## config.mk

```make
export PLATFORM = sky130hd
export DESIGN_NAME = activation_cache
export DESIGN_NICKNAME = d
export VERILOG_FILES = /design/src/rtl/activation_cache_pkg.sv /design/src/rtl/activation_cache.sv
export SDC_FILE = /design/constraint.sdc
export NUM_CORES = 1
export LEC_CHECK = 0
export ABC_AREA = 1
export BUFFER_PORTS_ARGS = -buffer_cell sky130_fd_sc_hd__buf_2
export CAP_MARGIN = 20
export CORE_MARGIN = 4
export CORE_UTILIZATION = 35
export CTS_CLUSTER_SIZE = 14
export DETAILED_ROUTE_END_ITERATION = 6
export SLEW_MARGIN = 5
export SYNTH_ARGS = -nofsm -noshare
export SYNTH_HDL_FRONTEND = slang
export SYNTH_SLANG_ARGS = --single-unit
```

## constraint.sdc

```tcl
create_clock -name clk -period 27.2 [get_ports clk]
set_input_delay 0 -clock clk [delete_from_list [all_inputs] [get_ports clk]]
set_output_delay 0 -clock clk [all_outputs]
set_load 0.05 [all_outputs]
```

## src/rtl/activation_cache_pkg.sv

```systemverilog
// Shared types and helpers for the dilated causal tap buffer.
// Holds the FSM state type, the tap count and the ring index wrap helper.
package activation_cache_pkg;

   typedef enum logic [1:0] {
      IDLE    = 2'd0,
      GATHER  = 2'd1,
      PRESENT = 2'd2
   } state_e;

   localparam int NUM_TAPS = 4;

   // Ring index n stepped back by off slots, wrapping without a modulo.
   function automatic int wrap_sub(input int n, input int off, input int l);
      return (n >= off) ? (n - off) : (n + l - off);
   endfunction

endpackage

```

## src/rtl/activation_cache.sv

```systemverilog
// Dilated causal tap buffer: rings incoming activation vectors and presents
// x[t-3*DIL], x[t-2*DIL], x[t-DIL], x[t] as registered packed taps.
module activation_cache
   import activation_cache_pkg::*;
#(
   parameter int W        = 16,
   parameter int D        = 4,
   parameter int DILATION = 1
) (
   input  logic             clk,
   input  logic             rst,
   input  logic [D*W-1:0]   inp,
   input  logic             inp_v,
   output logic [D*W-1:0]   packed_a0,
   output logic [D*W-1:0]   packed_a1,
   output logic [D*W-1:0]   packed_a2,
   output logic [D*W-1:0]   packed_a3,
   output logic             out_v,
   output logic             primed,
   output logic             dropped
);

   localparam int L  = 3 * DILATION + 1;
   localparam int PW = $clog2(L);
   localparam int FW = $clog2(L + 1);
   localparam int DW = D * W;

   state_e          state_q, state_d;
   logic [DW-1:0]   mem_q   [0:L-1];
   logic [DW-1:0]   tap_q   [0:NUM_TAPS-1];
   logic [DW-1:0]   tap_rd  [0:NUM_TAPS-1];
   logic [PW-1:0]   wr_ptr_q;
   logic [PW-1:0]   newest_q;
   logic [FW-1:0]   fill_q;
   logic            out_v_q;
   logic            primed_q;
   logic            dropped_q;
   logic            accept;
   logic            overflow;

   always_comb begin
      accept   = (state_q == IDLE) && inp_v;
      overflow = (state_q != IDLE) && inp_v;
   end

   always_comb begin
      state_d = state_q;
      case (state_q)
         IDLE:    if (inp_v) state_d = GATHER;
         GATHER:  state_d = PRESENT;
         PRESENT: state_d = IDLE;
         default: state_d = IDLE;
      endcase
   end

   always_ff @(posedge clk) begin
      if (rst) state_q <= IDLE;
      else     state_q <= state_d;
   end

   // Tap k looks back (3-k)*DILATION slots from the newest entry; tap 0 lands
   // on the slot wr_ptr now points at, i.e. the oldest sample in the ring.
   generate
      for (genvar gi = 0; gi < NUM_TAPS; gi++) begin : g_tap
         localparam int OFF = (NUM_TAPS - 1 - gi) * DILATION;
         logic [PW-1:0] rd_idx;
         assign rd_idx     = PW'(wrap_sub(int'(newest_q), OFF, L));
         assign tap_rd[gi] = mem_q[rd_idx];
      end
   endgenerate

   always_ff @(posedge clk) begin
      if (rst) begin
         for (int i = 0; i < L; i++) mem_q[i] <= '0;
         for (int k = 0; k < NUM_TAPS; k++) tap_q[k] <= '0;
         wr_ptr_q  <= '0;
         newest_q  <= '0;
         fill_q    <= '0;
         out_v_q   <= 1'b0;
         primed_q  <= 1'b0;
         dropped_q <= 1'b0;
      end else begin
         if (overflow) dropped_q <= 1'b1;
         if (accept) begin
            mem_q[wr_ptr_q] <= inp;
            newest_q        <= wr_ptr_q;
            wr_ptr_q        <= (wr_ptr_q == PW'(L - 1)) ? '0 : wr_ptr_q + 1'b1;
            out_v_q         <= 1'b0;
            if (fill_q != FW'(L)) fill_q <= fill_q + 1'b1;
         end
         if (state_q == GATHER) begin
            for (int k = 0; k < NUM_TAPS; k++) tap_q[k] <= tap_rd[k];
         end
         if (state_q == PRESENT) begin
            out_v_q  <= 1'b1;
            primed_q <= (fill_q == FW'(L));
         end
      end
   end

   assign packed_a0 = tap_q[0];
   assign packed_a1 = tap_q[1];
   assign packed_a2 = tap_q[2];
   assign packed_a3 = tap_q[3];
   assign out_v     = out_v_q;
   assign primed    = primed_q;
   assign dropped   = dropped_q;

endmodule

```

==> flow_summary.json <==
{
  "status": "finished, final reports clean",
  "slew_headroom_pct": 26.0,
  "hold_path_class": "in2reg",
  "r2r_setup_slack_ps": 23760,
  "cts_tree": "built",
  "ys_seq_area_share_pct": 62.4,
  "cts_post_setup_buffers_inserted": 0,
  "ir_drop_mv": 0.0530,
  "num_rows": 97,
  "cts_root_buffer": "clkbuf_16",
  "fp.dieW_um": 276,
  "regArea_um2": 15700,
  "maxCapViolCount": 0,
  "crit_chain": "nand2_2 -> buf_4 -> nand2_4 -> buf_4 -> nand2_1 -> a21oi_1",
  "dpl_cell_area_um2": 27200,
  "startpoint_type": "flop",
  "synth_flop_cell": "edfxtp_1",
  "fmax_ghz": 0.291,
  "synth_cell_type_count": 24,
  "r2r-start": "newest_q[1]",
  "worst_r2r_path_depth": 6,
  "h-tree-depth": 2,
  "critical_path.endpoint": "tap_q[2][56]",
  "synth_nets": 2669,
  "grt_usage_pct": 20.0,
  "routed_wl_um": 77900,
  "synth_top_family_by_area": "simple AND/OR/NAND/NOR gates",
  "drive_above_1_share_pct": 16.1,
  "grt_pass1_wl_um": 117000,
  "die_h_um": 276,
  "tightest_slew_ps": 1110,
  "critPathTopFamily": "buffers and inverters",
  "port-buffer-count": 325,
  "hold_slack_ps": 226,
  "p_per_area_nw_per_um2": 70.2,
  "numClockSinks": 526,
  "setup_ws_ps": 23760,
  "critPathCaptureType": "flop",
  "dpl.cell_count": 3684,
  "arrival_ps": 3880,
  "cts_made_buffers": 58,
  "grt.overflow.total": 0,
  "layout_commonest_cell": "nand2_1",
  "syn_to_final_growth_pct": 19.0,
  "start_util_pct": 35.6,
  "num_vias": 20000,
  "post-place-ws_ps": 23700,
  "final_cell_mix": "nand2_1, edfxtp_1, buf_2",
  "multi_input_area_um2": 7700,
  "fill_cells": 6711,
  "path_class": "reg2reg",
  "muxShareOfSynthArea_pct": 0,
  "post-route-min-period_ps": 3440,
  "hpwlAfterDp_um": 45300,
  "crit_top_cell": "buf_4",
  "slowest_stage": "buf_4",
  "die-area_um2": 76000,
  "synthAdderAreaFrac_pct": 0.150,
  "grt_pass1_vias": 19300,
  "grt_antenna_before_repair": 1,
  "synth_edf_count": 512,
  "fin_crit_sh_pct": 12.6,
  "synth_area_um2": 25100,
  "ctsLongestPathBuffers": 3,
  "async_flop_share_pct": 0,
  "postLayoutCellArea_um2": 29900,
  "slew_violations": 0,
  "ys_ff_latch": 526,
  "vias_per_cell": 5.19,
  "critPathRequiredTime_ps": 27640,
  "critPathMaxStageDelay_ps": 770,
  "setup_viol": 0,
  "r2r-end": "tap_q[2][56]",
  "synth_cells": 2599,
  "synth_warnings": 0,
  "io_pins": 326,
  "synth_compound_area_share_pct": 13.1,
  "critical_path_buf_inv_count": 2,
  "rsz0062_at_grt": "no",
  "crit_cells": 6,
  "final_cells": 3860,
  "crit_start": "newest_q[1]",
  "coreArea_um2": 70500,
  "place.gp.congestion": 0.771,
  "drc": 0,
  "nNetsFinal": 2941,
  "drtIter0Drc": 1492,
  "synth_xor_area_share_pct": 0,
  "grt_max_degree": 164,
  "skew_ps": 18.8,
  "hold_viol_final": 0,
  "p_leak_nw": 11.3,
  "path_max_fanout": 70,
  "final.setup.tns_ps": 0,
  "synth-simple-area-share_pct": 17.2,
  "first_pass_iters": 5,
  "clk_transition_reported_paths_ps": 70,
  "postSynthAreaPerCell_um2": 9.65,
  "clk_latency_ps": 620,
  "min_from": "rst",
  "drt-wirelength-per-cell_um": 20.2,
  "final_antenna_net_count": 0
}
[where the power goes]
part           total [mW]  switching, mW  internal [mW]  leakage (nW)
sequential          0.978         0.0284          0.949          5.47
combinational       0.306          0.241         0.0644          4.85
clock               0.811          0.331          0.481         0.943
[layer usage]
metal	vias to the layer above	wire (um)	GRT usage (%)
met5	-	0	0
met4	0	2200	6.34
met3	125	5020	2.63
met2	713	37600	33.8
met1	9690	33100	26.9
li1	9519	-	-
[cells in the mapped netlist (3+ instances only)]
cell type / instances / area, um^2
inv_1: 207 / 777
nand2_1: 595 / 2230
buf_4: 18 / 135
o211ai_1: 128 / 961
clkbuf_1: 117 / 439
a21oi_1: 199 / 996
nand3_1: 68 / 340
buf_2: 66 / 330
o21ai_1: 28 / 140
dfxtp_1: 14 / 280
inv_2: 3 / 11.3
buf_1: 3 / 11.3
ha_1: 3 / 37.5
nor2_1: 196 / 736
nor3_1: 192 / 961
buf_6: 7 / 78.8
o21ai_0: 234 / 1170
edfxtp_1: 512 / 15400
[worst register-to-register path: cells and delay by family, from the launching register on]
kind            cells  cell delay [ps]
buf+inv             2             1250
compound gates      1              170
flops               1              610
simple gates        3             1230
[cells by family after synthesis]
| group | after synthesis |
|---|---|
| flops | 526 |
| buf+inv | 422 |
| fa+ha+maj | 3 |
| compound gates | 591 |
| simple gates | 1057 |
[worst min-delay path by stage]
stage | slack, ps | cells after the start | endpoint
6_report | 230 | 3 | fill_q[0]
4_1_cts | 180 | 3 | fill_q[1]
2_1_floorplan | 140 | 2 | dropped
5_1_grt | 250 | 3 | fill_q[1]
3_3_place_gp | 300 | 2 | fill_q[2]
3_5_place_dp | 310 | 2 | fill_q[1]
[state kept, by name (all words and copies together), names as in the netlist, named ones only]
register	flops
mem_q	256
newest_q	2
fill_q	3
dropped	1
state_q	2
primed	1
tap_q	256
out_v	1
wr_ptr_q	2
[repair_timing]
item / 4_1_cts / 5_1_grt
resized for setup: 0 / 0
hold buffers: 67 / 0
hold endpoints to repair: 267 / 0
[final cells by class]
class / instances / area share, %
Antenna cell: 2 / 0.0168
Clock buffer: 65 / 5.02
Clock inverter: 42 / 1.51
Inverter: 210 / 2.67
Multi-Input combinational cell: 1651 / 25.8
Sequential cell: 526 / 52.5
Tap cell: 940 / 3.94
Timing Repair Buffer: 424 / 8.54
[per-stage QoR]
step	util [%]	power, mW
after floorplan	-	1.22
after global placement	38.6	1.29
after detailed placement	38.6	1.29
after CTS	42.3	2.11
after global routing	42.3	2.17
final	42.3	2.09
(Power assumes the default switching activity.)
